$ cat config.mk
export PLATFORM = sky130hd
export DESIGN_NAME = mover_fifo
export DESIGN_NICKNAME = d
export VERILOG_FILES = /design/src/rtl/mover_fifo.sv
export SDC_FILE = /design/constraint.sdc
export NUM_CORES = 1
export LEC_CHECK = 0
export BUFFER_PORTS_ARGS = -buffer_cell sky130_fd_sc_hd__buf_2
export CAP_MARGIN = 40
export CORE_ASPECT_RATIO = 0.9
export CORE_MARGIN = 4
export CORE_UTILIZATION = 45
export DETAILED_ROUTE_END_ITERATION = 10
export GPL_TIMING_DRIVEN = 0
export MAX_ROUTING_LAYER = met4
export PLACE_DENSITY = 0.66
export SLEW_MARGIN = 20
export SYNTH_ARGS = -nofsm -noshare
export SYNTH_HDL_FRONTEND = slang
export SYNTH_SLANG_ARGS = --single-unit
$ cat constraint.sdc
create_clock -name clk -period 4.2 [get_ports clk]
set_input_delay 0.63 -clock clk [delete_from_list [all_inputs] [get_ports clk]]
set_output_delay 0.63 -clock clk [all_outputs]
set_load 0.02 [all_outputs]
$ cat src/rtl/mover_fifo.sv
// Elastic valid/ready word buffer with occupancy count and synchronous flush.
// Define MOVER_STATS_EN to add a saturating pop counter on xfer_count.
module mover_fifo #(
    parameter int WIDTH = 8,
    parameter int DEPTH = 4,
    parameter int CW    = $clog2(DEPTH + 1)
) (
    input  logic             clk,
    input  logic             rst,
    input  logic [WIDTH-1:0] A,
    input  logic             A_valid,
    output logic             A_ready,
    output logic [WIDTH-1:0] Y,
    output logic             Y_valid,
    input  logic             Y_ready,
    input  logic             flush,
    output logic [CW-1:0]    count
`ifdef MOVER_STATS_EN
    ,
    output logic [31:0]      xfer_count
`endif
);

    localparam int PW = $clog2(DEPTH);

    logic [WIDTH-1:0] mem [DEPTH];
    logic [PW-1:0]    wr_ptr_q, wr_ptr_d;
    logic [PW-1:0]    rd_ptr_q, rd_ptr_d;
    logic [CW-1:0]    count_q, count_d;
    logic             push, pop;

    // Flags come only from registered occupancy, so ready never depends on Y_ready.
    assign A_ready = (count_q != CW'(DEPTH));
    assign Y_valid = (count_q != '0);
    assign Y       = Y_valid ? mem[rd_ptr_q] : '0;
    assign count   = count_q;

    always_comb begin
        push     = A_valid && A_ready && !flush;
        pop      = Y_valid && Y_ready && !flush;
        wr_ptr_d = wr_ptr_q;
        rd_ptr_d = rd_ptr_q;
        count_d  = count_q;
        if (flush) begin
            wr_ptr_d = '0;
            rd_ptr_d = '0;
            count_d  = '0;
        end else begin
            if (push) wr_ptr_d = wr_ptr_q + PW'(1);
            if (pop)  rd_ptr_d = rd_ptr_q + PW'(1);
            if (push && !pop) count_d = count_q + CW'(1);
            if (pop && !push) count_d = count_q - CW'(1);
        end
    end

    always_ff @(posedge clk or posedge rst) begin
        if (rst) begin
            wr_ptr_q <= '0;
            rd_ptr_q <= '0;
            count_q  <= '0;
        end else begin
            wr_ptr_q <= wr_ptr_d;
            rd_ptr_q <= rd_ptr_d;
            count_q  <= count_d;
        end
    end

    // Storage is deliberately left unreset.
    always_ff @(posedge clk) begin
        if (push) mem[wr_ptr_q] <= A;
    end

`ifdef MOVER_STATS_EN
    logic [31:0] xfer_count_q, xfer_count_d;

    assign xfer_count = xfer_count_q;

    always_comb begin
        xfer_count_d = xfer_count_q;
        if (flush) begin
            xfer_count_d = '0;
        end else if (pop && (xfer_count_q != 32'hFFFF_FFFF)) begin
            xfer_count_d = xfer_count_q + 32'd1;
        end
    end

    always_ff @(posedge clk or posedge rst) begin
        if (rst) xfer_count_q <= '0;
        else     xfer_count_q <= xfer_count_d;
    end
`endif

endmodule

# Yosys cells after proc, flatten, opt, wreduce, memory -nomap -nowiden
# Memories as Yosys holds them, arrays and structs flattened.
# Cells that the tools add are included.
[word_totals] output_inout_bits=13 ramBits=32 mem_count=1 reg_bits=7 wordCells=32 input_bits=13
[memory_table] name="mem" words=4 width=8 rd=1 rd_ports_with_merged_regs=0 write_ports=1 line="26" rtl="logic [WIDTH-1:0] mem [DEPTH];"
[op_classes] n_addsub=4 muxes=10 eq_ne=1 reduce_logical=13
[ops] op="3-bit two-way mux" count=3
[ops] op="2-bit two-way mux" count=4
[ops] op="8-bit two-way mux" count=1
[ops] op="1-bit logical AND" count=6
[ops] op="3-bit nonzero test" count=2
[ops] op="2-bit by 1-bit adder with 2-bit output, second input constant" count=2
[ops] op="2-bit nonzero test" count=2
[ops] op="3-bit by 1-bit adder with 3-bit output, second input constant" count=1
[ops] op="1-bit zero test" count=3
[ops] op="3-bit inequality test, second input constant" count=1
[ops] op="3-bit by 1-bit subtractor with 3-bit output, second input constant" count=1
[ops] op="1-bit two-way mux" count=2

# Logic depth before layout (Yosys ltp)
# Gate-level depths: netlist (run 1).
[depth] ltp_word=8 mapped_depth=9 depth_no_buf=7

# Least setup slack after synthesis (run 1)
# Ideal clock, no wire load.
[synth_timing] path_kind="register to register" from="register count_q[0], in the netlist count[0]" to="register count_q[1], in the netlist count[1]" setup_time_ns=0.065 path_slack_ns=2.121 arrival_time_ns=2.014 t_required_ns=4.135 path_stages_with_launch=10 path_cell_list="dfrtp_1 > clkbuf_8 > or3_4 > buf_6 > nand2_4 > nor3b_1 > fa_1 > nor2_1 > a21oi_1 > o21a_1"
[synth_rtl] element="from (decl)" line="29" rtl="logic [CW-1:0] count_q, count_d;"
[synth_rtl] element="from (signal assigned)" line="64" rtl="count_q <= count_d;"
[synth_rtl] element="3-bit nonzero test *" line="34" rtl="assign Y_valid = (count_q != '0);"
[synth_rtl] element="named net Y_valid" line="14" rtl="output logic Y_valid,"
[synth_rtl] element="1-bit logical AND * (2 in a row)" line="40" rtl="pop = Y_valid && Y_ready && !flush;"
[synth_rtl] element="1-bit logical AND / 1-bit zero test (equally long branches)" line="52, 51"
[synth_rtl] element="3-bit two-way mux / 1-bit logical AND (equally long branches)" line="52, 51"
[synth_rtl] element="3-bit two-way mux / 3-bit nonzero test (equally long branches)"
# Mark *: on every way through the listed nets, which the timed path passes. The rest lies on a longest branch. The select of a mux whose other input is x is not followed.
# A chain may end at the register's enable or synchronous reset.

# Worst setup path in the final report (run 1)
[layout_timing] from="register rd_ptr_q[1]" to="output Y[1]"
[layout_between] elab_chain_len=2
[layout_rtl] element="from (decl)" line="28" rtl="logic [PW-1:0] rd_ptr_q, rd_ptr_d;"
[layout_rtl] element="from (signal assigned)" line="63" rtl="rd_ptr_q <= rd_ptr_d;"
[layout_rtl] element="memory read 4 x 8 bit"
[layout_rtl] element="8-bit two-way mux" line="35" rtl="assign Y = Y_valid ? mem[rd_ptr_q] : '0;"
[layout_rtl] element="to (decl)" line="13" rtl="output logic [WIDTH-1:0] Y,"
# Every way passes these cells.

==> flow_summary.yaml, run 1 <==
floorplanning:
  core_um2: 3810
  dieArea_um2: 5160
  std_cell_rows: 21
  ios: 26
  start_util_pct: 48.11
  die_width_um: 75.28
  die_h_um: 68.55
finish:
  finish.utilization_pct: 55.11
  antenna_cells: 0
  nets: 167
  area_delta_synth_final_pct: 14.54
  layout-drive-gt1-share_pct: 41.33
timing:
  rsz0062_at_grt: "no"
  hold_viol_final: 0
  fin_tns_setup_ns: 0
  worst_slew_margin_rel_pct: 60.14
  max_freq_mhz: 408.9
  setup_viol: 0
  slew_violations: 0
  finClkSkew_ns: 0.006280
  period_needed_ns: 2.446
  finalCritPeriodShare_pct: 58.23
  fin_hold_ws_ns: 0.2688
  post-route-worst-setup-slack_ns: 1.754
  worst_pin_slew_ns: 0.5979
global_routing:
  grt_first_pass_wirelength_um: 4933
  grt_max_degree: 14
  grt_overflow: 0
  grt_pass1_vias: 1004
  antenna_found_initial: 0
  track_usage_pct: 13.73
placed_design:
  place_ws_ns: 2.061
  hpwlAfterDp_um: 2124
  place_congestion: 0.8383
  portBuffers: 24
critical_path:
  cp_slowest_cell: "clkbuf_1"
  required_ns: 3.57
  path_class: "reg2out"
  arrival_ns: 1.82
  cp_max_fo: 9
  cp-start-kind: "flip-flop"
  worstReg2RegEnd: "count[2]"
  critPathCaptureType: "primary output"
  cp_cell_sequence: "clkbuf_1 -> mux4_2 -> and2_2 -> buf_2"
  r2r_cells: 9
  slowest_delay_ns: 0.46
  crit_family: "buffers and inverters"
  r2r_slack_ns: 2.09
  critical_path_buf_inv_count: 2
  rr_startpoint: "count[0]"
  crit_cells: 4
synthesis:
  synth_top_area_cell: "edfxtp_1"
  ys_warn_count: 0
  synth-seq-area-share_pct: 61.98
  syn_nets: 136
  synth_seq_cells: 39
  synth_commonest_cells: "edfxtp_1, nor2_1, and2_2, mux4_2, dfrtp_1"
  synth_area_um2: 1833
  ys.flop_type: "edfxtp_1"
  synth_cell_type_count: 37
  synth_top_area_share_pct: 52.42
  yosys-top-cells-area: "edfxtp_1, mux4_2, dfrtp_1, and2_2, ha_1"
  synth_most_common_cell: "edfxtp_1"
  avgSynthCellArea_um2: 15.53
  synth-edff-count: 32
  ys_async_sr_fraction_pct: 17.95
  syn_inst: 118
outcome:
  outcome: "completed"
power_and_ir_drop:
  peakVddDrop_mv: 0.2553
  cellPowerDensity_nw_per_um2: 432.5
  leakagePower_nw: 0.7985
cts:
  cts_tree: "built"
  cts.sinks: 39
  htree_levels: 2
  cts_setup_buffers: 0
  numCtsBuffers: 5
  clk-insertion-delay-late_ns: 0.28
  hold_buffers: 0
  cts.clk_slew.worst_paths_ns: 0.08
  cts_resized: 0
  cts_buffer_depth: 2
  clock-root-buffer: "clkbuf_8"
drt:
  ant_nets: 0
  routed_wl_um: 3067
  drtIter0Drc: 48
  avgRoutedWirePerCell_um: 15.65
  first_pass_iters: 4
  drc_errors: 0
  via_count: 1025
  via_per_inst: 5.230
worst_hold_path:
  min_path_type: "in2async"
run:
  cap_viol_max_count: 0
[metal layers]
metal	wire length [µm]	track usage, %	vias to the layer above
li1	-	-	491
met1	1353	17.54	508
met2	1557	20.98	23
met3	136	3.913	3
met4	19	5.240	0
met5	0	-	-
[sequential cells by signal, indices dropped and copies added (netlist names)]
| name | count |
|---|---|
| wr_ptr_q | 2 |
| rd_ptr_q | 2 |
| mem | 32 |
| count | 3 |
[cell families (layout without fill, tap and decap cells)]
kind of cell,after synthesis,after routing,synth area share [%]
AOI/OAI and AO/OA,12,12,4.642
xor gates and xnor gates,4,4,2.321
adders and majority gates,5,5,3.823
buffers and inverters,11,43,4.846
DFF,39,39,61.98
muxes,8,8,9.829
and+or+nand+nor,39,39,12.56
[through the flow]
stage               std cells  area, µm²  total power, mW
floorplan                 118       1833           0.6170
global placement          188       2011           0.6690
detailed placement        188       2011           0.6733
CTS                       196       2100           0.9164
global route              196       2100           0.9571
finish                    196       2100           0.9080
[final cells by class]
cell class / count / area (µm²)
Timing Repair Buffer: 24 / 120.1
Sequential cell: 39 / 1136
Multi-Input combinational cell: 68 / 608.1
Clock buffer: 5 / 68.82
Fill cell: 308 / 1710
Clock inverter: 3 / 20.02
Tap cell: 46 / 57.56
Inverter: 3 / 11.26
Buffer: 8 / 77.57
[report_power, final]
part,internal (mW),leakage [nW],switching [mW]
Clock,0.115,0.0402,0.129
Sequential,0.438,0.385,0.0115
Combinational,0.0987,0.374,0.115
[worst max path at each step]
stage / start / slack, ns / end
2_1_floorplan: count[0] / 2.12 / count[1]
6_report: rd_ptr_q[1] / 1.75 / Y[1]
5_1_grt: rd_ptr_q[1] / 1.66 / Y[1]
3_5_place_dp: rd_ptr_q[1] / 2.06 / Y[2]
3_3_place_gp: rd_ptr_q[1] / 2.06 / Y[2]
4_1_cts: rd_ptr_q[1] / 1.74 / Y[1]
[placed cells by master (no fill, tap or decap), drive strengths merged, types with 3 or more instances in the layout]
cell type and instances:
edfxtp 32, ha 4, nand3 4, a21oi 3, buf 28, mux4 8, clkbuf 9, dfrtp 7
nand2 5, inv 3, and2 12, nor2 12
(Power assumes the default switching activity.)
==> run 2, diff against run 1 <==
--- a/config.mk
+++ b/config.mk
@@ -13,7 +13,7 @@
 export DETAILED_ROUTE_END_ITERATION = 10
 export GPL_TIMING_DRIVEN = 0
 export MAX_ROUTING_LAYER = met4
-export PLACE_DENSITY = 0.66
+export PLACE_DENSITY = 0.69
 export SLEW_MARGIN = 20
 export SYNTH_ARGS = -nofsm -noshare
 export SYNTH_HDL_FRONTEND = slang
==> constraint.sdc (replaced) <==
create_clock -name clk -period 2.2 [get_ports clk]
set_input_delay 0.33 -clock clk [delete_from_list [all_inputs] [get_ports clk]]
set_output_delay 0.33 -clock clk [all_outputs]
set_load 0.02 [all_outputs]
==> flow_summary.yaml, run 2 (synthesis results as in run 1) <==
outcome:
  outcome: "completed"
drt:
  ant_nets: 0
  routed_wl_um: 3231
  drc_errors: 0
  via_count: 1045
  drtIter0Drc: 65
  first_pass_iters: 4
  avgRoutedWirePerCell_um: 16.48
  via_per_inst: 5.332
timing:
  period_needed_ns: 2.075
  worst_slew_margin_rel_pct: 69.74
  hold_viol_final: 0
  slew_violations: 0
  finalCritPeriodShare_pct: 94.34
  setup_viol: 0
  max_freq_mhz: 481.8
  rsz0062_at_grt: "no"
  worst_pin_slew_ns: 0.4539
  finClkSkew_ns: 0.007039
  fin_tns_setup_ns: 0
global_routing:
  antenna_found_initial: 0
  grt_max_degree: 13
  grt_pass1_vias: 1083
  track_usage_pct: 14.93
  grt_overflow: 0
  grt_first_pass_wirelength_um: 5319
cts:
  cts_tree: "built"
  clock-root-buffer: "clkbuf_8"
  htree_levels: 2
  cts.clk_slew.worst_paths_ns: 0.08
  numCtsBuffers: 5
  cts.sinks: 39
  cts_buffer_depth: 2
  clk-insertion-delay-late_ns: 0.29
finish:
  antenna_cells: 0
  layout-drive-gt1-share_pct: 42.00
  filler_cell_count: 298
  final_cell_area_um2: 2150
  largest_register: "mem"
  layout.cells.most_common: "edfxtp_1"
  layout.cells.most_common_list: "edfxtp_1, buf_2, nor2_1, mux4_2, and2_2"
  nets: 167
  largest_register_ffs: 32
  area_delta_synth_final_pct: 17.27
critical_path:
  cp-start-kind: "flip-flop"
  cp_max_fo: 11
  path_class: "reg2reg"
  required_ns: 2.43
  arrival_ns: 2.31
  critPathCaptureType: "flip-flop"
placed_design:
  portBuffers: 24
  place_congestion: 0.8565
  dpl_cell_area_um2: 2011
  hpwlAfterDp_um: 2215
worst_hold_path:
  min_path_type: "in2reg"
floorplanning:
  std_cell_rows: 21
  die_width_um: 75.28
  ios: 26
  die_h_um: 68.55
  dieArea_um2: 5160
  start_util_pct: 48.11
  core_um2: 3810
power_and_ir_drop:
  cellPowerDensity_nw_per_um2: 910.2
  peakVddDrop_mv: 0.4825
  leakagePower_nw: 0.8224
run:
  cap_viol_max_count: 0
## run 2: cell type report
cell class,instances,area (µm²),share of cell area [%]
Sequential cell,39,1137,52.91
Clock buffer,6,72.57,3.376
Clock inverter,2,60.06,2.794
Multi-Input combinational cell,68,610.6,28.41
Inverter,3,11.26,0.5239
Timing Repair Buffer,26,137.6,6.403
Tap cell,46,57.56,2.678
Buffer,6,62.56,2.910
## run 2: stage by stage
stage	setup slack (ns)	hold WS, ns	utilization [%]	cells	total power [mW]
final	0.1246	0.2533	56.42	196	1.956
after detailed placement	0.08252	0.2924	52.78	188	1.292
after floorplan	0.1211	0.1334	-	118	1.178
after CTS	0.007127	0.2475	56.52	197	1.983
after global routing	0.02839	0.2419	56.42	196	2.055
after global placement	0.1519	0.2805	52.78	188	1.277
## run 2: timing repair
action                                  4_1_cts  5_1_grt
gates resized for setup                       0        2
endpoints found under the setup margin        0       10
buffers inserted                              0        1
hold endpoints to repair                      7        0
hold buffers                                  1        0
## run 2: final timing paths
check,to,slack (ns),from,cells after the start
min in group asynchronous,rd_ptr_q[1],0.52,rst,3
hold / removal,rd_ptr_q[1],0.25,flush,2
setup / recovery,count[1],0.12,count[2],8
setup reg to reg,count[1],0.12,count[2],8
hold reg to reg,wr_ptr_q[1],0.57,wr_ptr_q[1],2
max in group asynchronous,count[1],1.43,rst,3
## run 2: power by group
| group | switching [mW] | total (mW) | internal (mW) |
|---|---|---|---|
| clock | 0.240 | 0.694 | 0.453 |
| sequential | 0.0265 | 0.864 | 0.837 |
| combinational | 0.215 | 0.399 | 0.184 |
## run 2: worst max-delay path, stage by stage (launching register included)
cell and delay [ns]:
dfrtp_1 0.39, buf_6 0.14, or3_4 0.46, nand2_4 0.11
nor3b_1 0.06, fa_2 0.53, nor2_1 0.05, a21oi_1 0.14
o21a_1 0.13
## run 2: metal layers
metal | wire length (µm) | vias to the layer above | track usage [%]
met4 | 22 | 0 | 3.930
met2 | 1637 | 26 | 23.70
li1 | - | 491 | -
met3 | 181 | 5 | 5.362
met1 | 1389 | 523 | 18.34
met5 | 0 | - | -
==> run 3, diff against run 2 <==
--- a/config.mk
+++ b/config.mk
@@ -7,7 +7,7 @@
 export LEC_CHECK = 0
 export BUFFER_PORTS_ARGS = -buffer_cell sky130_fd_sc_hd__buf_2
 export CAP_MARGIN = 40
-export CORE_ASPECT_RATIO = 0.9
+export CORE_ASPECT_RATIO = 1.75
 export CORE_MARGIN = 4
 export CORE_UTILIZATION = 45
 export DETAILED_ROUTE_END_ITERATION = 10
==> flow_summary.yaml, run 3 (synthesis results as in run 1) <==
placed_design:
  hpwlAfterDp_um: 2320
  place_ws_ns: 0.1139
  portBuffers: 24
  place_congestion: 0.7055
floorplanning:
  dieArea_um2: 5199
  die_h_um: 92.43
  ios: 26
  start_util_pct: 46.96
  std_cell_rows: 30
  die_width_um: 56.25
  core_um2: 3904
cts:
  cts.sinks: 39
  cts_tree: "built"
  cts_resized: 0
  clk-insertion-delay-late_ns: 0.28
  cts.clk_slew.worst_paths_ns: 0.07
  htree_levels: 2
  clock-root-buffer: "clkbuf_8"
  cts_buffer_depth: 2
  numCtsBuffers: 5
power_and_ir_drop:
  cellPowerDensity_nw_per_um2: 906.0
  peakVddDrop_mv: 0.5321
  leakagePower_nw: 0.8319
finish:
  nets: 168
  antenna_cells: 0
  largest_register_ffs: 32
  layout-drive-gt1-share_pct: 41.06
  layout.cells.most_common: "edfxtp_1"
  layout.cells.most_common_list: "edfxtp_1, buf_2, nor2_1, mux4_2, and2_2"
  largest_register: "mem"
  area_delta_synth_final_pct: 17.82
drt:
  via_count: 1048
  avgRoutedWirePerCell_um: 15.70
  drtIter0Drc: 28
  first_pass_iters: 4
  drc_errors: 0
  routed_wl_um: 3124
  ant_nets: 0
  via_per_inst: 5.266
timing:
  hold_viol_final: 0
  fin_tns_setup_ns: 0
  finClkSkew_ns: 0.005424
  max_freq_mhz: 474.6
  slew_violations: 0
  period_needed_ns: 2.107
  setup_viol: 0
  worst_pin_slew_ns: 0.4374
  post-route-worst-setup-slack_ns: 0.09301
  finalCritPeriodShare_pct: 95.77
  rsz0062_at_grt: "no"
  worst_slew_margin_rel_pct: 70.84
global_routing:
  track_usage_pct: 14.19
  grt_first_pass_wirelength_um: 5382
  grt_overflow: 0
  antenna_found_initial: 0
  grt_max_degree: 13
  grt_pass1_vias: 1154
critical_path:
  arrival_ns: 2.32
  worstReg2RegEnd: "count[2]"
  cp-endpoint: "count[2]"
  critPathCaptureType: "flip-flop"
  cp_max_fo: 10
  cp-start-kind: "flip-flop"
  crit_path_start: "count[2]"
  rr_startpoint: "count[2]"
  required_ns: 2.41
  r2r_slack_ns: 0.09
  r2r_cells: 9
  path_class: "reg2reg"
worst_hold_path:
  min_path_type: "in2reg"
run:
  cap_viol_max_count: 0
outcome:
  outcome: "completed"
==> run 3: changes by cell type in the layout (fill, tap and decap cells not counted) <==
cell     before  now
buf_6         2    3
dfrtp_1       6    7
dfrtp_2       1    0
fa_1          0    1
fa_2          1    0
==> run 3: per-layer routing <==
layer  vias up  wire, µm  GRT usage (%)
met5         -         0              -
li1        496         -              -
met3         6       132          3.626
met1       524      1075          12.48
met4         0        61          6.931
met2        22      1855          26.95
==> run 3: worst min-delay path by stage <==
stage	start	to	slack [ns]	depth (start not counted)
after detailed placement	rst	count[1]	0.30	2
after global routing	A[0]	mem[1][0]	0.25	1
after global placement	rst	count[1]	0.29	2
after floorplan	rst	count[0]	0.13	1
after CTS	A[0]	mem[1][0]	0.25	1
final	A[0]	mem[1][0]	0.26	1
==> run 3: area by class of cell <==
class                           count  area [µm²]
Clock buffer                        6       72.57
Inverter                            3       11.26
Clock inverter                      2       60.06
Tap cell                           48       60.06
Multi-Input combinational cell     68       608.1
Timing Repair Buffer               26       137.6
Sequential cell                    39        1136
Buffer                              7       73.82
Fill cell                         342        1744
==> run 3: worst max-delay path, stage by stage, from the launching register on <==
cell and delay, ns:
dfrtp_1 0.39, buf_6 0.14, or3_4 0.38, buf_6 0.15
nand2_4 0.08, nor3b_1 0.05, fa_1 0.42, nand2_1 0.12
o221ai_1 0.12, a31oi_1 0.17
==> run 3: power breakdown <==
| group | switching [mW] | leakage [nW] | total [mW] | internal, mW |
|---|---|---|---|---|
| Sequential | 0.0254 | 0.385 | 0.862 | 0.837 |
| Combinational | 0.216 | 0.382 | 0.408 | 0.192 |
| Clock | 0.233 | 0.0654 | 0.686 | 0.453 |
| Total | 0.475 | 0.832 | 1.96 | 1.48 |
==> run 3: repair_timing <==
action | 4_1_cts | 5_1_grt
endpoints found under the hold margin | 7 | 0
endpoints found under the setup margin | 0 | 9
hold buffers | 1 | 0
buffers inserted | 0 | 1
==> run 3: per-stage QoR <==
step / util (%) / power (mW) / instance area, µm² / instances / hold WS, ns
global route: 55.32 / 2.048 / 2160 / 199 / 0.2473
global placement: 51.57 / 1.274 / 2013 / 190 / 0.2892
finish: 55.32 / 1.957 / 2160 / 199 / 0.2572
floorplan: - / 1.178 / 1833 / 118 / 0.1334
detailed placement: 51.57 / 1.291 / 2013 / 190 / 0.2998
CTS: 55.22 / 1.977 / 2156 / 199 / 0.2452
